[src/rtl/panda_risc_v_alu_share_arb_if.sv]
// Handshake bundle for the shared-ALU arbiter: two request ports and one result slot.
// The slave modport is the arbiter's view; master is the requester/consumer side.
interface panda_risc_v_alu_share_arb_if #(
  parameter int TAG_W = 4
);
  logic             s0_req_valid;
  logic             s0_req_ready;
  logic [3:0]       s0_op_mode;
  logic [31:0]      s0_op1;
  logic [31:0]      s0_op2;
  logic [TAG_W-1:0] s0_tag;

  logic             s1_req_valid;
  logic             s1_req_ready;
  logic [3:0]       s1_op_mode;
  logic [31:0]      s1_op1;
  logic [31:0]      s1_op2;
  logic [TAG_W-1:0] s1_tag;

  logic             m_res_valid;
  logic             m_res_ready;
  logic             m_res_id;
  logic [TAG_W-1:0] m_res_tag;
  logic [31:0]      m_res_data;
  logic             m_res_brc;
  logic [31:0]      m_res_ls_addr;

  modport master (
    output s0_req_valid, s0_op_mode, s0_op1, s0_op2, s0_tag,
    input  s0_req_ready,
    output s1_req_valid, s1_op_mode, s1_op1, s1_op2, s1_tag,
    input  s1_req_ready,
    input  m_res_valid, m_res_id, m_res_tag, m_res_data, m_res_brc, m_res_ls_addr,
    output m_res_ready
  );

  modport slave (
    input  s0_req_valid, s0_op_mode, s0_op1, s0_op2, s0_tag,
    output s0_req_ready,
    input  s1_req_valid, s1_op_mode, s1_op1, s1_op2, s1_tag,
    output s1_req_ready,
    output m_res_valid, m_res_id, m_res_tag, m_res_data, m_res_brc, m_res_ls_addr,
    input  m_res_ready
  );
endinterface

[src/rtl/panda_risc_v_alu_share_arb.sv]
// Two-requester arbiter in front of one combinational ALU with a 1-entry registered result slot.
// Define PANDA_ALU_ARB_RR_EN for round-robin arbitration; default is fixed priority s0 > s1.
module panda_risc_v_alu_share_arb_alu #(
  parameter EN_SHIFT_REUSE  = "true",
  parameter EN_EQ_CMP_REUSE = "false"
) (
  input  logic [3:0]  op_mode_i,
  input  logic [31:0] op1_i,
  input  logic [31:0] op2_i,
  output logic [31:0] data_o,
  output logic        brc_o,
  output logic [31:0] ls_addr_o
);
  localparam logic [3:0] OP_ADD = 4'd0,  OP_SUB = 4'd1,  OP_EQU = 4'd2,  OP_NEQU = 4'd3;
  localparam logic [3:0] OP_SLT = 4'd4,  OP_SGE = 4'd5,  OP_ULT = 4'd6,  OP_UGE  = 4'd7;
  localparam logic [3:0] OP_XOR = 4'd8,  OP_OR  = 4'd9,  OP_AND = 4'd10, OP_SLL  = 4'd11;
  localparam logic [3:0] OP_SRL = 4'd12, OP_SRA = 4'd13;

  function automatic logic [31:0] rev32(input logic [31:0] v);
    logic [31:0] r;
    for (int i = 0; i < 32; i++) r[i] = v[31-i];
    return r;
  endfunction

  logic [31:0] sum;
  logic [32:0] diff;
  logic        ult;
  logic        slt;
  logic        eq;
  logic [4:0]  shamt;
  logic [31:0] sll_res;
  logic [31:0] srl_res;
  logic [31:0] sra_res;

  assign sum   = op1_i + op2_i;
  assign diff  = {1'b0, op1_i} - {1'b0, op2_i};
  assign ult   = diff[32];
  // Same signs cannot overflow, so the difference sign is the answer.
  assign slt   = (op1_i[31] ^ op2_i[31]) ? op1_i[31] : diff[31];
  assign shamt = op2_i[4:0];

  generate
    if (EN_EQ_CMP_REUSE == "true") begin : g_eq_reuse
      assign eq = (diff[31:0] == 32'd0);
    end else begin : g_eq_direct
      assign eq = (op1_i == op2_i);
    end

    if (EN_SHIFT_REUSE == "true") begin : g_shift_reuse
      // Right shifts run through the left shifter on a bit-reversed operand.
      logic [31:0] sh_in;
      logic [31:0] sh_out;
      logic [31:0] sign_fill;
      assign sh_in     = (op_mode_i == OP_SLL) ? op1_i : rev32(op1_i);
      assign sh_out    = sh_in << shamt;
      assign sign_fill = ~rev32(32'hFFFF_FFFF << shamt) & {32{op1_i[31]}};
      assign sll_res   = sh_out;
      assign srl_res   = rev32(sh_out);
      assign sra_res   = rev32(sh_out) | sign_fill;
    end else begin : g_shift_direct
      assign sll_res = op1_i << shamt;
      assign srl_res = op1_i >> shamt;
      assign sra_res = $unsigned($signed(op1_i) >>> shamt);
    end
  endgenerate

  assign ls_addr_o = sum;

  always_comb begin
    data_o = 32'd0;
    brc_o  = ult;
    unique case (op_mode_i)
      OP_ADD:  data_o = sum;
      OP_SUB:  data_o = diff[31:0];
      OP_EQU:  begin brc_o = eq;   data_o = {31'd0, eq};   end
      OP_NEQU: begin brc_o = ~eq;  data_o = {31'd0, ~eq};  end
      OP_SLT:  begin brc_o = slt;  data_o = {31'd0, slt};  end
      OP_SGE:  begin brc_o = ~slt; data_o = {31'd0, ~slt}; end
      OP_ULT:  begin brc_o = ult;  data_o = {31'd0, ult};  end
      OP_UGE:  begin brc_o = ~ult; data_o = {31'd0, ~ult}; end
      OP_XOR:  data_o = op1_i ^ op2_i;
      OP_OR:   data_o = op1_i | op2_i;
      OP_AND:  data_o = op1_i & op2_i;
      OP_SLL:  data_o = sll_res;
      OP_SRL:  data_o = srl_res;
      OP_SRA:  data_o = sra_res;
      default: data_o = 32'd0;
    endcase
  end
endmodule

module panda_risc_v_alu_share_arb #(
  parameter     EN_SHIFT_REUSE  = "true",
  parameter     EN_EQ_CMP_REUSE = "false",
  parameter int TAG_W           = 4,
  parameter int SIM_DELAY       = 1
) (
  input  logic                          clk,
  input  logic                          resetn,
  panda_risc_v_alu_share_arb_if.slave   bus
);
  logic        slot_free;
  logic        grant0;
  logic        grant1;
  logic        accept;
  logic [3:0]  alu_op;
  logic [31:0] alu_op1;
  logic [31:0] alu_op2;
  logic [31:0] alu_data;
  logic        alu_brc;
  logic [31:0] alu_ls_addr;

  logic             res_valid_q,   res_valid_d;
  logic             res_id_q,      res_id_d;
  logic [TAG_W-1:0] res_tag_q,     res_tag_d;
  logic [31:0]      res_data_q,    res_data_d;
  logic             res_brc_q,     res_brc_d;
  logic [31:0]      res_ls_addr_q, res_ls_addr_d;

  assign slot_free = ~res_valid_q | bus.m_res_ready;

`ifdef PANDA_ALU_ARB_RR_EN
  logic last_grant_q, last_grant_d;
  // Under contention the requester that did not win last time goes first.
  assign grant0 = bus.s0_req_valid & (~bus.s1_req_valid | last_grant_q);
  assign grant1 = bus.s1_req_valid & (~bus.s0_req_valid | ~last_grant_q);
  assign last_grant_d = accept ? grant1 : last_grant_q;

  always_ff @(posedge clk or negedge resetn) begin
    if (!resetn) last_grant_q <= 1'b1;
    else         last_grant_q <= last_grant_d;
  end
`else
  assign grant0 = bus.s0_req_valid;
  assign grant1 = bus.s1_req_valid & ~bus.s0_req_valid;
`endif

  assign bus.s0_req_ready = slot_free & grant0;
  assign bus.s1_req_ready = slot_free & grant1;
  assign accept           = slot_free & (grant0 | grant1);

  assign alu_op  = grant1 ? bus.s1_op_mode : bus.s0_op_mode;
  assign alu_op1 = grant1 ? bus.s1_op1     : bus.s0_op1;
  assign alu_op2 = grant1 ? bus.s1_op2     : bus.s0_op2;

  panda_risc_v_alu_share_arb_alu #(
    .EN_SHIFT_REUSE  (EN_SHIFT_REUSE),
    .EN_EQ_CMP_REUSE (EN_EQ_CMP_REUSE)
  ) u_alu (
    .op_mode_i (alu_op),
    .op1_i     (alu_op1),
    .op2_i     (alu_op2),
    .data_o    (alu_data),
    .brc_o     (alu_brc),
    .ls_addr_o (alu_ls_addr)
  );

  always_comb begin
    res_valid_d   = res_valid_q;
    res_id_d      = res_id_q;
    res_tag_d     = res_tag_q;
    res_data_d    = res_data_q;
    res_brc_d     = res_brc_q;
    res_ls_addr_d = res_ls_addr_q;
    if (accept) begin
      res_valid_d   = 1'b1;
      res_id_d      = grant1;
      res_tag_d     = grant1 ? bus.s1_tag : bus.s0_tag;
      res_data_d    = alu_data;
      res_brc_d     = alu_brc;
      res_ls_addr_d = alu_ls_addr;
    end else if (bus.m_res_ready) begin
      res_valid_d = 1'b0;
    end
  end

  // SIM_DELAY only shapes simulation timing elsewhere; the slot registers are unconditional.
  generate
    if (SIM_DELAY >= 0) begin : g_slot
      always_ff @(posedge clk or negedge resetn) begin
        if (!resetn) begin
          res_valid_q   <= 1'b0;
          res_id_q      <= 1'b0;
          res_tag_q     <= '0;
          res_data_q    <= 32'd0;
          res_brc_q     <= 1'b0;
          res_ls_addr_q <= 32'd0;
        end else begin
          res_valid_q   <= res_valid_d;
          res_id_q      <= res_id_d;
          res_tag_q     <= res_tag_d;
          res_data_q    <= res_data_d;
          res_brc_q     <= res_brc_d;
          res_ls_addr_q <= res_ls_addr_d;
        end
      end
    end
  endgenerate

  assign bus.m_res_valid   = res_valid_q;
  assign bus.m_res_id      = res_id_q;
  assign bus.m_res_tag     = res_tag_q;
  assign bus.m_res_data    = res_data_q;
  assign bus.m_res_brc     = res_brc_q;
  assign bus.m_res_ls_addr = res_ls_addr_q;
endmodule

[src/flat_wrapper.sv]
// flat-port wrapper written by rule: the top's interface ports become plain ports
module panda_risc_v_alu_share_arb_flat 
#(
  parameter     EN_SHIFT_REUSE  = "    ",
  parameter     EN_EQ_CMP_REUSE = "     ",
  parameter int TAG_W           = 4,
  parameter int SIM_DELAY       = 1
)
  (clk, resetn, bus_s0_req_valid, bus_s0_op_mode, bus_s0_op1, bus_s0_op2, bus_s0_tag, bus_s0_req_ready, bus_s1_req_valid, bus_s1_op_mode, bus_s1_op1, bus_s1_op2, bus_s1_tag, bus_s1_req_ready, bus_m_res_valid, bus_m_res_id, bus_m_res_tag, bus_m_res_data, bus_m_res_brc, bus_m_res_ls_addr, bus_m_res_ready);
  panda_risc_v_alu_share_arb_if #(.TAG_W(TAG_W)) bus_i ();
  input  logic clk;
  input  logic resetn;
  input wire logic [$bits(bus_i.s0_req_valid)-1:0] bus_s0_req_valid;
  input wire logic [$bits(bus_i.s0_op_mode)-1:0] bus_s0_op_mode;
  input wire logic [$bits(bus_i.s0_op1)-1:0] bus_s0_op1;
  input wire logic [$bits(bus_i.s0_op2)-1:0] bus_s0_op2;
  input wire logic [$bits(bus_i.s0_tag)-1:0] bus_s0_tag;
  output wire logic [$bits(bus_i.s0_req_ready)-1:0] bus_s0_req_ready;
  input wire logic [$bits(bus_i.s1_req_valid)-1:0] bus_s1_req_valid;
  input wire logic [$bits(bus_i.s1_op_mode)-1:0] bus_s1_op_mode;
  input wire logic [$bits(bus_i.s1_op1)-1:0] bus_s1_op1;
  input wire logic [$bits(bus_i.s1_op2)-1:0] bus_s1_op2;
  input wire logic [$bits(bus_i.s1_tag)-1:0] bus_s1_tag;
  output wire logic [$bits(bus_i.s1_req_ready)-1:0] bus_s1_req_ready;
  output wire logic [$bits(bus_i.m_res_valid)-1:0] bus_m_res_valid;
  output wire logic [$bits(bus_i.m_res_id)-1:0] bus_m_res_id;
  output wire logic [$bits(bus_i.m_res_tag)-1:0] bus_m_res_tag;
  output wire logic [$bits(bus_i.m_res_data)-1:0] bus_m_res_data;
  output wire logic [$bits(bus_i.m_res_brc)-1:0] bus_m_res_brc;
  output wire logic [$bits(bus_i.m_res_ls_addr)-1:0] bus_m_res_ls_addr;
  input wire logic [$bits(bus_i.m_res_ready)-1:0] bus_m_res_ready;
  assign bus_i.s0_req_valid = bus_s0_req_valid;
  assign bus_i.s0_op_mode = bus_s0_op_mode;
  assign bus_i.s0_op1 = bus_s0_op1;
  assign bus_i.s0_op2 = bus_s0_op2;
  assign bus_i.s0_tag = bus_s0_tag;
  assign bus_s0_req_ready = bus_i.s0_req_ready;
  assign bus_i.s1_req_valid = bus_s1_req_valid;
  assign bus_i.s1_op_mode = bus_s1_op_mode;
  assign bus_i.s1_op1 = bus_s1_op1;
  assign bus_i.s1_op2 = bus_s1_op2;
  assign bus_i.s1_tag = bus_s1_tag;
  assign bus_s1_req_ready = bus_i.s1_req_ready;
  assign bus_m_res_valid = bus_i.m_res_valid;
  assign bus_m_res_id = bus_i.m_res_id;
  assign bus_m_res_tag = bus_i.m_res_tag;
  assign bus_m_res_data = bus_i.m_res_data;
  assign bus_m_res_brc = bus_i.m_res_brc;
  assign bus_m_res_ls_addr = bus_i.m_res_ls_addr;
  assign bus_i.m_res_ready = bus_m_res_ready;
  panda_risc_v_alu_share_arb #(.EN_SHIFT_REUSE(EN_SHIFT_REUSE), .EN_EQ_CMP_REUSE(EN_EQ_CMP_REUSE), .TAG_W(TAG_W), .SIM_DELAY(SIM_DELAY)) u_core (.clk(clk), .resetn(resetn), .bus(bus_i));
endmodule
[config.mk]
export PLATFORM = sky130hd
export DESIGN_NAME = panda_risc_v_alu_share_arb_flat
export DESIGN_NICKNAME = d
export VERILOG_FILES = /design/src/rtl/panda_risc_v_alu_share_arb_if.sv /design/src/rtl/panda_risc_v_alu_share_arb.sv /design/src/flat_wrapper.sv
export SDC_FILE = /design/constraint.sdc
export NUM_CORES = 1
export LEC_CHECK = 0
export BUFFER_PORTS_ARGS = -buffer_cell sky130_fd_sc_hd__buf_2
export CELL_PAD_IN_SITES_DETAIL_PLACEMENT = 0
export CELL_PAD_IN_SITES_GLOBAL_PLACEMENT = 1
export CORE_MARGIN = 8
export CORE_UTILIZATION = 25
export CTS_CLUSTER_SIZE = 20
export DETAILED_ROUTE_END_ITERATION = 10
export PLACE_DENSITY_LB_ADDON = 0.1
export SLEW_MARGIN = 10
export SYNTH_ARGS = -nofsm -noshare
export SYNTH_HDL_FRONTEND = slang
export SYNTH_HIERARCHICAL = 1
export SYNTH_SLANG_ARGS = --single-unit
[constraint.sdc]
create_clock -name clk -period 1.8 [get_ports clk]
set_clock_uncertainty 0.05 [all_clocks]
set_input_delay 0.18 -clock clk [delete_from_list [all_inputs] [get_ports clk]]
set_output_delay 0.18 -clock clk [all_outputs]
set_load 0.02 [all_outputs]
Yosys cells after proc, flatten, opt, wreduce, memory -nomap -nowiden:

Index checks and enable logic that the tools add are counted.
Widths: inputs -> output; s select.

* bits in registers: 71
* output and inout port bits: 73
* logic and storage cells: 51

* bitwise gates (word level): 15
* add/sub/neg operators: 2
* reduce and logical (&&, ||, !) cells: 2
* muxes and demuxes: 9
* shift-type cells: 3
* eq/ne operators: 14

Operator list (number)
* $pmux 32 s14: 1
* $mux 32: 2
* $sub 32x32->33: 1
* $add 32x32->32: 1
* $and 32x32->32: 1
* $eq 32x32->1: 1
* $or 32x32->32: 1
* $shl 32x5->32: 1
* $shr 32x5->32: 1
* $sshr 32x5->32: 1
* $xor 32x32->32: 1
* $eq 4x4->1 const B: 6
* $eq 4x3->1 const B: 4
* $eq 4x2->1 const B: 2
* $mux 4: 2
* $not 1->1: 5
* $pmux 1 s5: 1
* $and 1x1->1: 4
* $eq 4x1->1 const B: 1
* $logic_not 4->1: 1
* $mux 1: 3
* $or 1x1->1: 2
* $reduce_bool 2->1: 1
* $xor 1x1->1: 1

Longest topological paths before layout:

Gate-level depths: netlist of run 1.

* depth in word-level cells: 7
* mapped depth: 28
* depth with buffers taken out: 20

By module:

The synthesis of run 1 kept the hierarchy.

Modules (own cells, without submodules)
* panda_risc_v_alu_share_arb_alu: instances 1, area each 9037.4 um^2, cells each 1391
* panda_risc_v_alu_share_arb: instances 1, area each 3603.5 um^2, cells each 238

Worst setup path after synthesis of run 1:

OpenSTA, ideal clock, no wires.

* path kind: input port to flip-flop
* start point: in bus_s0_req_valid
* end point: reg u_core.res_brc_q, in the netlist u_core/bus.m_res_brc
* setup time: 0.125 ns
* data arrival time: 5.364 ns
* path buffers: 8
* required time: 1.625 ns
* path slack: -3.739 ns
* stages on the path: 27
* cell sequence: buf_6 -> nand2b_4 -> buf_6 -> buf_2 -> mux2_2 -> clkbuf_1 -> inv_2 -> buf_2 -> buf_1 -> buf_1 -> ha_1 -> buf_2 -> inv_1 -> a21oi_1 -> o21bai_1 -> nand2_1 -> a31oi_1 -> a211oi_2 -> o31ai_1 -> a21oi_1 -> fa_1 -> nand2b_1 -> o22ai_1 -> nor2_1 -> a311oi_1 -> mux2i_1 -> mux2_2

* cells in the longest elaborated chain, start to end: 7

Ends and longest elaborated chain
* start: declaration: line flat_wrapper.sv:13 `input wire logic [$bits(bus_i.s0_req_valid)-1:0] bus_s0_req_valid;`
* $not 1->1 (*): line panda_risc_v_alu_share_arb.sv:135 `assign grant1 = bus.s1_req_valid & ~bus.s0_req_valid;`
* $and 1x1->1 (*): line panda_risc_v_alu_share_arb.sv:135
* $mux 32 (*): line panda_risc_v_alu_share_arb.sv:144 `assign alu_op2 = grant1 ? bus.s1_op2 : bus.s0_op2;`
* net u_core.alu_op2[2]: line panda_risc_v_alu_share_arb.sv:108 `logic [31:0] alu_op2;`
* $sub 32x32->33: line panda_risc_v_alu_share_arb.sv:36 `assign diff = {1'b0, op1_i} - {1'b0, op2_i};`
* $mux 1: line panda_risc_v_alu_share_arb.sv:39 `assign slt = (op1_i[31] ^ op2_i[31]) ? op1_i[31] : diff[31];`
* $not 1->1: line panda_risc_v_alu_share_arb.sv:78 `OP_SGE: begin brc_o = ~slt; data_o = {31'd0, ~slt}; end`
* $pmux 1 s5 (*): line panda_risc_v_alu_share_arb.sv:72 `unique case (op_mode_i)`
* net u_core.alu_brc: line panda_risc_v_alu_share_arb.sv:110 `logic alu_brc;`
* end signal: assignment: line panda_risc_v_alu_share_arb.sv:193 `res_brc_q <= res_brc_d;`
* end: declaration: line panda_risc_v_alu_share_arb.sv:117 `logic res_brc_q, res_brc_d;`

The timed path passes the listed nets; every way through them passes the cells marked *.
A chain may end at the register's enable or synchronous reset.

Worst setup path in the final report of run 1:

* start point: in bus_s0_req_valid
* end point: reg u_core.res_data_q[0], in the netlist u_core/bus.m_res_data[0]

* cells in the longest elaborated chain, start to end: 7

Ends and longest elaborated chain
* $not 1->1 (*): line panda_risc_v_alu_share_arb.sv:135
* $and 1x1->1 (*): line panda_risc_v_alu_share_arb.sv:135
* $mux 32 (*): line panda_risc_v_alu_share_arb.sv:144
* net u_core.alu_op2[11]: line panda_risc_v_alu_share_arb.sv:108
* $sub 32x32->33: line panda_risc_v_alu_share_arb.sv:36
* $mux 1: line panda_risc_v_alu_share_arb.sv:39
* $not 1->1: line panda_risc_v_alu_share_arb.sv:78
* $pmux 32 s14 (*): line panda_risc_v_alu_share_arb.sv:72
* net u_core.alu_data[0]: line panda_risc_v_alu_share_arb.sv:109 `logic [31:0] alu_data;`
* end signal: assignment: line panda_risc_v_alu_share_arb.sv:192 `res_data_q <= res_data_d;`
* end: declaration: line panda_risc_v_alu_share_arb.sv:116 `logic [31:0] res_data_q, res_data_d;`

Marked as above.

==> results of run 1 <==
[worst min-delay path, cell delays in order]
cell and delay [ns]:
sky130_fd_sc_hd__buf_2 0.08, sky130_fd_sc_hd__nand2b_1 0.13, sky130_fd_sc_hd__nand2_1 0.06
[synthesized netlist by cell type (all sizes together) (8+ instances only)]
library cell  number
nor3              32
xor2               9
dfrtp             71
buf               67
clkbuf            64
ha               102
xnor2             29
and2               8
o21ai            114
inv               95
mux4               9
o221ai             9
nand2b            17
a21o              15
mux2i             93
o31ai             12
o211ai            16
a221oi            21
o22ai             40
a221o             14
nor2             169
nor2b             15
nor4              10
a22oi             14
a211oi            33
nand2            119
a31oi             15
a21oi            124
mux2             153
o21bai            19
nand3             22
[through the flow]
step | utilization | total power [mW]
6_report | 0.459 | 16.3
5_1_grt | 0.459 | 17.2
4_1_cts | 0.433 | 15.5
3_5_place_dp | 0.374 | 11.8
3_3_place_gp | 0.374 | 11.8
2_1_floorplan | - | 7.32
[state kept, by name, summed over array words and instances, names as in the netlist]
signal / count
u_core/bus.m_res_valid: 1
u_core/bus.m_res_ls_addr: 32
u_core/bus.m_res_tag: 4
u_core/bus.m_res_data: 32
u_core/bus.m_res_brc: 1
u_core/bus.m_res_id: 1
[layout make-up]
class | count | area (um2)
Inverter | 96 | 410
Tap cell | 672 | 841
Fill cell | 5075 | 27100
Sequential cell | 71 | 1780
Clock inverter | 7 | 78.8
Multi-Input combinational cell | 1332 | 12500
Timing Repair Buffer | 917 | 7200
Clock buffer | 9 | 225
[timing repair]
item	CTS	global route
hold endpoints to repair	70	0
resized for setup	428	238
endpoints found under the setup margin	65	65
hold buffers	1	0
setup buffers	93	61
gates cloned	8	0
pin swaps	131	148
[power breakdown]
group	total, mW	switching [mW]	internal (mW)	leakage (nW)
combinational	12.0	6.18	5.77	9.70
clock	1.95	0.868	1.09	0.139
sequential	2.40	0.284	2.11	0.853
total	16.3	7.33	8.97	10.7
[cells by family (layout without fill, tap and decap cells)]
logic type      Yosys count  after routing
xor+xnor                 38             38
compound gates          509            509
simple gates            424            425
flops                    71             71
mux                     255            255
buf+inv                 227           1029
fa+ha+maj               105            105
[how the worst max path moves through the flow]
stage,end,slack [ns],cells after the start
3_3_place_gp,u_core/bus.m_res_brc,-2.92,21
6_report,u_core/bus.m_res_data[0],-2.37,24
5_1_grt,u_core/bus.m_res_data[0],-2.49,24
4_1_cts,u_core/bus.m_res_data[31],-2.33,22
2_1_floorplan,u_core/bus.m_res_data[31],-2.49,26
3_5_place_dp,u_core/bus.m_res_brc,-2.96,21
[layer usage]
metal | up-vias | GRT usage | share of wire
met5 | - | 0 | 0
met4 | 0 | 0.0959 | 0.041
met3 | 116 | 0.0258 | 0.044
met2 | 492 | 0.445 | 0.49
met1 | 8059 | 0.324 | 0.43
li1 | 7559 | - | -
==> results.txt, run 1 <==
----------------------------------------------------
[Status]
  Status ... finished, violations left
  Failing checks ... negative setup slack

[Floorplanning]
  Die area ... 58000 um2
  Chip Height ... 241 um
  Count of pins on the block boundary ... 222
  Width of the die ... 241 um
  Initial core utilization ... 0.252
  Site Rows ... 82
  CORE AREA ... 50100 um2

[Cells and area]
  Total inserted antenna cells ... 0
  Number of nets in the layout ... 2681
  Final standard cell area without fillers ... 23000 um2
  Leading cell type in the layout, fill and taps excluded ... sky130_fd_sc_hd__buf_4
  Commonest non-fill, non-tap cells in the layout ... 579 x sky130_fd_sc_hd__buf_4, 218 x sky130_fd_sc_hd__buf_2, 132 x sky130_fd_sc_hd__nor2_1, 106 x sky130_fd_sc_hd__nand2_1, 88 x sky130_fd_sc_hd__mux2_4
  Final Non-Filler Cells ... 3104
  Synthesis-to-layout area growth ... 81.8%
  Share of final-layout standard cells stronger than drive strength 1 ... 0.601

[Synthesis]
  Synth Area in Compound Gates ... 0.269
  Dominant combinational cell family by area after synthesis ... compound AO/OA/AOI/OAI gates
  Synth Register Bits ... a little over 70
  Adder-Cell Fraction of Synth Area ... 0.106
  Count of flip-flops with a built-in enable after synthesis ... 0
  Post-synth net total ... 1883
  Mapped Cells ... roughly 1600
  Synth cell types ... 91
  Mapped Avg Cell Area ... 7.76 um2
  Main flop type after synthesis ... sky130_fd_sc_hd__dfrtp_1
  Portion of synthesized cell area occupied by the leading cell type ... 0.141
  Fraction of synthesized area in multiplexers ... 0.229
  Netlist area before placement ... 12600 um2
  Xor/xnor share of the synthesized area ... 0.0263
  Synth Area in Simple Gates ... 0.150
  Fraction of synthesis flops using an asynchronous set or reset pin ... 1.00
  Synth warnings ... 6
  Proportion of synthesized chip area in sequential cells ... 0.141
  Cell taking the most area after synthesis ... sky130_fd_sc_hd__dfrtp_1
  Area contributors post-synth ... sky130_fd_sc_hd__dfrtp_1 14%, sky130_fd_sc_hd__mux2_2 13%, sky130_fd_sc_hd__ha_1 10%

[Detailed routing]
  Pre-Repair DR Iteration Count ... 5
  Remaining design rule violation count ... 0
  Total routed wirelength ... 76300 um
  Final routed wire length divided by cell count ... between 20 and 25 um
  Post-route antenna net violation count ... 0
  Via/cell ratio ... between 5 and 6
  DR iter-0 viols ... between 1000 and 1500
  DR vias ... 16200

[Critical path]
  Slowest stage cell, crit path ... sky130_fd_sc_hd__a221o_1
  Element type at the critical path start ... input port
  Crit path kind ... input port to flip-flop
  Setup slack of the most critical reg-to-reg path ... 0.13 ns
  Endpoint kind of the worst setup timing path ... flip-flop
  CP Data Arrival Time ... approximately 4.4 ns
  Capture point of the worst reg-to-reg path ... u_core/bus.m_res_ls_addr[7]
  Cell depth of the worst flop-to-flop path ... 4
  Largest delay contributor family on the critical path ... compound AO/OA/AOI/OAI gates
  Launching point of the worst reg2reg path ... u_core/bus.m_res_valid
  Worst-path maximum fanout ... 8
  Worst Path Required ... slightly above 2 ns
  Worst setup startpoint ... bus_s0_req_valid
  Critical path cell sequence ... buf_8, nand2b_4, buf_12, buf_6, mux2_4, inv_4, ha_4, inv_2, a221o_1, a21o_1, a2111oi_4, a31oi_4, a211oi_4, o31ai_2, a21oi_2, fa_2, nand2b_4, o22ai_4, buf_6, nand2_2, a21oi_2, a211oi_2, o21ai_1, mux2_4
  Number of buffers and inverters on the critical path ... 6
  Largest stage delay on the critical path ... 0.38 ns

[Timing]
  Final hold violations ... 0
  Final Critical Period ... between 4 and 5 ns
  Highest achievable clock rate ... 240 MHz
  Total Neg Setup Slack ... -113.96 ns
  Slack of the critical path ... -2.37 ns
  Hold WS ... 0.0534 ns
  Worst-case headroom to the max-slew limit ... 0.404
  Transition time at the pin with the least slew margin ... 0.895 ns
  RSZ-0062 raised after global routing ... true
  Final count of pins violating max slew ... 0
  Tcrit/Tclk final ... 2.32
  Setup violators final ... 65

[Global routing]
  GRT Total Usage ... 0.256
  Global route overflow ... 0
  Antenna violations before repair ... 0
  Number of global-route vias before repair ... between 15000 and 20000
  First-pass GRT wire length ... 111000 um
  Pin count of the biggest net entering global routing ... 71

[Min path]
  Sink of the worst hold path ... u_core/bus.m_res_valid
  Worst hold path class ... input port to flip-flop
  Worst Min Path Start ... bus_m_res_ready
  Worst hold path cell count ... 3

[Placed design]
  Cell area after placement ... between 15000 and 20000 um2
  Placed Cells incl. Taps ... 2954
  Final HPWL DP ... about 60000 um
  Worst slack, placed ... -2.96 ns
  Number of buffers inserted by port buffering ... 221
  RePlAce Congestion ... 0.933

[Clock network]
  Level count of the clock H-tree ... 3
  Worst-case clock buffer depth ... 2
  Clock transition at the registers of the reported paths ... roughly 0.07 ns
  Buffer type at the clock tree root ... sky130_fd_sc_hd__clkbuf_16
  CTS tree ... yes
  Number of clock sinks seen by CTS ... 71
  Total clock buffers created by CTS ... 9
  Worst-skew pair later-pin latency ... 0.39 ns

[Flow run]
  Count of maximum capacitance violations ... 0

[Power]
  Power per standard cell area ... 709 nW/um2
  P_leak ... about 11 nW
  Worst vdd ir ... 0.494 mV

----------------------------------------------------
Power figures use the tool's default switching activity.
==> run 2: changes to the inputs <==
--- a/config.mk
+++ b/config.mk
@@ -13,6 +13,7 @@
 export CTS_CLUSTER_SIZE = 20
 export DETAILED_ROUTE_END_ITERATION = 10
 export PLACE_DENSITY_LB_ADDON = 0.1
+export SKIP_CTS_REPAIR_TIMING = 1
 export SLEW_MARGIN = 10
 export SYNTH_ARGS = -nofsm -noshare
 export SYNTH_HDL_FRONTEND = slang
==> run 2 against run 1 <==
  * The run still ends with negative setup slack left
  * Sequential power about the same
  * Fmax down 0.57%
  * Combinational power down 7%
  * Register-to-register slack better by 0.02 ns
  * Sequential share of layout area up 0.44 points
  * Non-clock buffer count down 58
  * First-iteration DRC count down 4.2%
  * Flip-flop and latch count unchanged
  * Via count down 2.7%
  * Wire length down 2.0%
  * Die area unchanged
  * Cell area down 5.4%
  * Highest routed layer unchanged
==> results.txt, run 2 (synthesis results as in run 1) <==
----------------------------------------------------
[Status]
  Status ... finished, violations left
  Failing checks ... negative setup slack

[Floorplanning]
  Width of the die ... 241 um (unchanged)
  Die area ... 58000 um2 (unchanged)
  Initial core utilization ... 0.252 (unchanged)
  CORE AREA ... 50100 um2 (unchanged)
  Chip Height ... 241 um (unchanged)
  Site Rows ... 82 (unchanged)
  Count of pins on the block boundary ... 222 (unchanged)

[Critical path]
  Largest delay contributor family on the critical path ... buffers and inverters
  Number of buffers and inverters on the critical path ... 13 (+7)
  Largest stage delay on the critical path ... 0.37 ns (about the same)
  CP Data Arrival Time ... 4.42 ns (+0.02 ns)
  Cell occurring most often along the worst timing path ... sky130_fd_sc_hd__buf_6
  Worst Path Required ... 2.02 ns (about the same)
  Slowest stage cell, crit path ... sky130_fd_sc_hd__a2111oi_4
  Worst-path maximum fanout ... 8 (unchanged)
  Endpoint kind of the worst setup timing path ... flip-flop
  Element type at the critical path start ... input port
  Crit path kind ... input port to flip-flop

[Cells and area]
  Commonest non-fill, non-tap cells in the layout ... 542 x sky130_fd_sc_hd__buf_4, 218 x sky130_fd_sc_hd__buf_2, 148 x sky130_fd_sc_hd__nor2_1, 111 x sky130_fd_sc_hd__nand2_1, 89 x sky130_fd_sc_hd__a21oi_1
  Synthesis-to-layout area growth ... 72.0%
  Number of nets in the layout ... 2623 (-2.2%)
  Share of final-layout standard cells stronger than drive strength 1 ... 0.556 (-0.0443)
  Final Core Density ... 0.434 (-0.0248)
  Total area of multi-input combinational cells ... 11800 um2 (-5.2%)
  Fill cells ... 5140 (+1.3%)
  Leading cell type in the layout, fill and taps excluded ... sky130_fd_sc_hd__buf_4
  Flip-flop and latch area ... 1780 um2 (unchanged)

[Global routing]
  Number of global-route vias before repair ... 15900 (-5.6%)
  Routing layer with the top usage in global route ... met2
  GRT Total Usage ... 0.242 (-0.0143)
  Met2 Use GR ... 0.429 (-0.0161)
  Global route overflow ... 0 (unchanged)
  Pin count of the biggest net entering global routing ... 71 (unchanged)
  Global routing met1 resource utilization ... 0.304 (-0.0200)
  First-pass GRT wire length ... 104000 um (-5.6%)
  Antenna violations before repair ... 1 (+1)
  Met3 GRT Util ... 0.0274 (+0.00160)

[Detailed routing]
  DR vias ... 15800 (-2.7%)
  Remaining design rule violation count ... 0 (unchanged)
  Final routed wire length divided by cell count ... 24.5 um (-0.21%)
  Pre-Repair DR Iteration Count ... 5 (unchanged)
  Via/cell ratio ... 5.18 (-0.85%)
  DR iter-0 viols ... 1003 (-4.2%)
  Post-route antenna net violation count ... 0 (unchanged)
  Total routed wirelength ... 74700 um (-2.0%)

[Timing]
  Final hold violations ... 0 (unchanged)
  Setup violators final ... 65 (unchanged)
  Slack of the critical path ... -2.39 ns (-0.0240 ns)
  Total Neg Setup Slack ... -111.54 ns (+2.42 ns)
  Transition time at the pin with the least slew margin ... 0.784 ns (-0.111 ns)
  Highest achievable clock rate ... 238 MHz (-0.57%)
  Final Critical Period ... 4.19 ns (+0.0240 ns)
  Tcrit/Tclk final ... 2.33 (+0.0133)
  Worst-case headroom to the max-slew limit ... 0.478 (+0.0741)
  Hold WS ... 0.0542 ns (+0.000826 ns)
  Final count of pins violating max slew ... 0 (unchanged)
  RSZ-0062 raised after global routing ... true

[Clock network]
  Buffer type at the clock tree root ... sky130_fd_sc_hd__clkbuf_16
  Worst-skew pair later-pin latency ... 0.39 ns (about the same)
  Clock transition at the registers of the reported paths ... 0.07 ns (about the same)
  CTS tree ... yes
  Level count of the clock H-tree ... 3 (unchanged)
  Worst-case clock buffer depth ... 2 (unchanged)
  Total clock buffers created by CTS ... 9 (unchanged)
  Number of clock sinks seen by CTS ... 71 (unchanged)

[Power]
  P_leak ... 10.2 nW (-4.6%)
  Power per standard cell area ... 709 nW/um2 (about the same)
  Tot Pwr ... 15.4 mW (-5.5%)
  Worst vdd ir ... 0.492 mV (-0.37%)

[Min path]
  Worst hold path class ... input port to flip-flop

[Flow run]
  Count of maximum capacitance violations ... 0 (unchanged)

[Placed design]
  RePlAce Congestion ... 0.933 (unchanged)
  Number of buffers inserted by port buffering ... 221 (unchanged)
  Final HPWL DP ... 59800 um (unchanged)

----------------------------------------------------
==> run 2: changes by cell type in the layout (fill, tap and decap cells not counted), moves of 14 or more <==
cell | before | now
sky130_fd_sc_hd__buf_4 | 579 | 542
sky130_fd_sc_hd__nor2_4 | 21 | 6
sky130_fd_sc_hd__o21ai_0 | 51 | 77
sky130_fd_sc_hd__mux2_4 | 88 | 67
sky130_fd_sc_hd__a21oi_1 | 75 | 89
sky130_fd_sc_hd__nor2_1 | 132 | 148
sky130_fd_sc_hd__mux2i_1 | 60 | 80
sky130_fd_sc_hd__mux2_2 | 65 | 86
sky130_fd_sc_hd__a21oi_2 | 42 | 28
==> run 2: stage by stage <==
step | setup slack (ns) | cells | cell area (um2)
5_1_grt | -2.51 | 3046 | 21700
3_5_place_dp | -2.96 | 2954 | 18700
3_3_place_gp | -2.92 | 2954 | 18700
4_1_cts | -2.54 | 2970 | 19000
6_report | -2.39 | 3047 | 21700
2_1_floorplan | -2.49 | 1629 | 13100
==> run 2: cell type report <==
class,count,share of cell area
antenna,1,0.000115
tap,672,0.0387
sequential,71,0.0817
timing repair buffer,859,0.304
clock inverter,7,0.00363
multi-input combinational,1332,0.543
inverter,96,0.0190
clock buffer,9,0.0104
==> run 2: power by group <==
part           internal, mW  switching, mW  leakage [nW]
clock network          1.09          0.856         0.139
registers              2.11          0.272         0.853
logic                  5.23           5.85          9.21
total                  8.43           6.98          10.2
==> run 2: layer usage <==
layer	up-vias	wire, um
li1	7450	-
met1	7759	31800
met2	490	37000
met3	94	3560
met4	0	2440
met5	-	0
==> run 2: worst min-delay path, cell delays in order <==
cell and delay, ns:
sky130_fd_sc_hd__buf_2 0.08, sky130_fd_sc_hd__nand2b_1 0.13, sky130_fd_sc_hd__nand2_1 0.06
==> run 2: worst paths after layout <==
path	startpoint	endpoint	slack [ns]	depth (start not counted)
max	bus_s0_req_valid	u_core/bus.m_res_data[21]	-2.39	25
min	bus_m_res_ready	u_core/bus.m_res_valid	0.05	3
max reg2reg	u_core/bus.m_res_valid	u_core/bus.m_res_ls_addr[5]	0.15	4
min reg2reg	u_core/bus.m_res_id	u_core/bus.m_res_id	0.45	2
max in group asynchronous	resetn	u_core/bus.m_res_data[29]	0.97	3
min in group asynchronous	resetn	u_core/bus.m_res_ls_addr[1]	0.20	2
==> run 3: changes to the inputs <==
--- a/config.mk
+++ b/config.mk
@@ -13,7 +13,8 @@
 export CTS_CLUSTER_SIZE = 20
 export DETAILED_ROUTE_END_ITERATION = 10
 export PLACE_DENSITY_LB_ADDON = 0.1
-export SKIP_CTS_REPAIR_TIMING = 1
+export REMOVE_ABC_BUFFERS = 1
+export SKIP_LAST_GASP = 1
 export SLEW_MARGIN = 10
 export SYNTH_ARGS = -nofsm -noshare
 export SYNTH_HDL_FRONTEND = slang
==> run 3 against run 2 <==
  * The flow still finishes with violations (negative setup slack)
  * First-iteration DRC count fell by 17%
  * Core utilization grew 1.6 points
  * Combinational power increased by 5%
  * Global-route usage is essentially flat
  * Critical path type unchanged
  * Critical endpoint is now u_core/bus.m_res_data[30]
==> results.txt, run 3 (synthesis results as in run 1) <==
----------------------------------------------------
[Status]
  Status ... finished, violations left
  Failing checks ... negative setup slack

[Global routing]
  Global route overflow ... 0 (unchanged)
  Number of global-route vias before repair ... 16400 (+3.1%)
  Antenna violations before repair ... 0 (-1)
  GRT Total Usage ... 0.241 (-0.000316)
  First-pass GRT wire length ... 105000 um (+0.60%)
  Pin count of the biggest net entering global routing ... 71 (unchanged)

[Cells and area]
  Commonest non-fill, non-tap cells in the layout ... 574 x sky130_fd_sc_hd__buf_4, 218 x sky130_fd_sc_hd__buf_2, 132 x sky130_fd_sc_hd__nor2_1, 103 x sky130_fd_sc_hd__nand2_1, 84 x sky130_fd_sc_hd__a21oi_1
  Total inserted antenna cells ... 0 (-1)
  Flip-flop and latch area ... 1780 um2 (unchanged)
  Leading cell type in the layout, fill and taps excluded ... sky130_fd_sc_hd__buf_4
  Total area of multi-input combinational cells ... 12300 um2 (+4.0%)
  Synthesis-to-layout area growth ... 78.2%
  Number of nets in the layout ... 2665 (+1.6%)
  Final standard cell area without fillers ... 22500 um2 (+3.6%)
  Fill cells ... 5172 (+0.62%)
  Final Core Density ... 0.450 (+0.0158)
  Share of final-layout standard cells stronger than drive strength 1 ... 0.587 (+0.0309)

[Timing]
  Worst-case headroom to the max-slew limit ... 0.438 (-0.0400)
  Final count of pins violating max slew ... 0 (unchanged)
  Transition time at the pin with the least slew margin ... 0.844 ns (+0.0600 ns)
  Slack of the critical path ... -2.39 ns (+0.00151 ns)
  Tcrit/Tclk final ... 2.33 (about the same)
  RSZ-0062 raised after global routing ... true
  Highest achievable clock rate ... 239 MHz (about the same)
  Setup violators final ... 65 (unchanged)
  Final hold violations ... 0 (unchanged)
  Final Critical Period ... 4.19 ns (-0.00151 ns)

[Floorplanning]
  Site Rows ... 82 (unchanged)
  Initial core utilization ... 0.252 (unchanged)
  Die area ... 58000 um2 (unchanged)
  Chip Height ... 241 um (unchanged)
  Width of the die ... 241 um (unchanged)
  Count of pins on the block boundary ... 222 (unchanged)
  CORE AREA ... 50100 um2 (unchanged)

[Power]
  Power per standard cell area ... 717 nW/um2 (+1.1%)
  P_leak ... 10.5 nW (+3.4%)
  Worst vdd ir ... 0.415 mV (-16%)

[Critical path]
  Setup slack of the most critical reg-to-reg path ... 0.13 ns (-0.02 ns)
  CP Data Arrival Time ... 4.42 ns (about the same)
  Endpoint kind of the worst setup timing path ... flip-flop
  Number of buffers and inverters on the critical path ... 8 (-5)
  Launching point of the worst reg2reg path ... u_core/bus.m_res_valid
  Worst-path maximum fanout ... 5 (-3)
  Worst setup startpoint ... bus_s0_req_valid
  Critical path cell sequence ... buf_12, nand2b_4, buf_12, buf_12, buf_12, buf_6, mux2_4, buf_12, ha_4, inv_2, fa_2, nand2b_4, a21oi_4, o21a_4, a211o_4, a21boi_4, o211ai_1, buf_4, a221oi_2, o21bai_4, o2111ai_4, mux2_4
  Largest stage delay on the critical path ... 0.36 ns (about the same)
  Slowest stage cell, crit path ... sky130_fd_sc_hd__a211o_4
  Worst Path Required ... 2.03 ns (about the same)
  Crit path kind ... input port to flip-flop
  Cell occurring most often along the worst timing path ... sky130_fd_sc_hd__buf_12
  Element type at the critical path start ... input port
  Largest delay contributor family on the critical path ... compound AO/OA/AOI/OAI gates

[Detailed routing]
  Via/cell ratio ... 5.11 (-1.5%)
  DR iter-0 viols ... 835 (-17%)
  Post-route antenna net violation count ... 0 (unchanged)
  Pre-Repair DR Iteration Count ... 5 (unchanged)
  Remaining design rule violation count ... 0 (unchanged)
  Total routed wirelength ... 72300 um (-3.3%)
  DR vias ... 15800 (-0.16%)
  Final routed wire length divided by cell count ... 23.4 um (-4.5%)

[Clock network]
  Worst-skew pair later-pin latency ... 0.40 ns (about the same)
  Level count of the clock H-tree ... 3 (unchanged)
  Worst-case clock buffer depth ... 2 (unchanged)
  CTS tree ... yes
  Buffer type at the clock tree root ... sky130_fd_sc_hd__clkbuf_16
  Number of clock sinks seen by CTS ... 71 (unchanged)
  Clock transition at the registers of the reported paths ... 0.07 ns (about the same)
  Total clock buffers created by CTS ... 9 (unchanged)

[Placed design]
  Number of buffers inserted by port buffering ... 221 (unchanged)
  Final HPWL DP ... 56600 um (-5.4%)
  RePlAce Congestion ... 0.926 (-0.76%)
  Cell area after placement ... 18400 um2 (-1.8%)

[Min path]
  Worst hold path class ... input port to flip-flop
  Worst Min Path Start ... bus_m_res_ready

[Flow run]
  Count of maximum capacitance violations ... 0 (unchanged)

----------------------------------------------------
## run 3: per-stage QoR
stage	cells	hold slack (ns)	worst slack [ns]	power, mW	TNS (ns)
floorplan	1498	-0.166	-4.05	6.91	-177.34
global placement	2968	0.124	-3.21	11.6	-165.50
detailed placement	2968	0.130	-3.31	11.6	-166.91
CTS	3048	0.0178	-2.32	15.3	-106.03
global route	3088	0.0548	-2.48	17.1	-116.87
finish	3088	0.0394	-2.39	16.1	-111.59
## run 3: final timing paths
check                                               end  cells after the start
min reg2reg                 u_core/bus.m_res_ls_addr[1]                      1
min                              u_core/bus.m_res_valid                      3
min in group asynchronous   u_core/bus.m_res_ls_addr[5]                      2
max reg2reg                u_core/bus.m_res_ls_addr[28]                      4
max in group asynchronous  u_core/bus.m_res_ls_addr[22]                      3
max                           u_core/bus.m_res_data[30]                     22
## run 3: cell type report
| type | instances | area share |
|---|---|---|
| clock buffers | 9 | 0.0100 |
| multi-input cells | 1332 | 0.545 |
| inverters | 96 | 0.0168 |
| well taps | 672 | 0.0373 |
| flip-flops and latches | 71 | 0.0789 |
| repair buffers | 901 | 0.308 |
| clock inverters | 7 | 0.00428 |
## run 3: where the power goes
| group | internal [mW] | total (mW) | switching, mW |
|---|---|---|---|
| clock network | 1.22 | 2.10 | 0.886 |
| logic | 5.65 | 11.7 | 6.02 |
| registers | 2.11 | 2.37 | 0.261 |
## run 3: repair_timing
action,in CTS,in global routing
endpoints found under the setup margin,65,65
gates resized for setup,405,274
pin swaps,111,134
hold endpoints to repair,29,0
gates cloned,7,1
buffers inserted,63,69
hold buffers,1,0
## run 3: worst register-to-register path, cell delays in order, from the launching register on
cell                      delay, ns
sky130_fd_sc_hd__dfrtp_1       0.39
sky130_fd_sc_hd__and2b_1       0.20
sky130_fd_sc_hd__nor2_4        0.18
sky130_fd_sc_hd__buf_12        0.26
sky130_fd_sc_hd__mux2_2        0.47
## run 3: metal layers
layer  routed length [um]  GRT usage  vias up
li1                     -          -     7529
met1                32600      0.313     7787
met2                35200      0.421      363
met3                 2520     0.0268       89
met4                 1980     0.0663        0
met5                    0          0        -
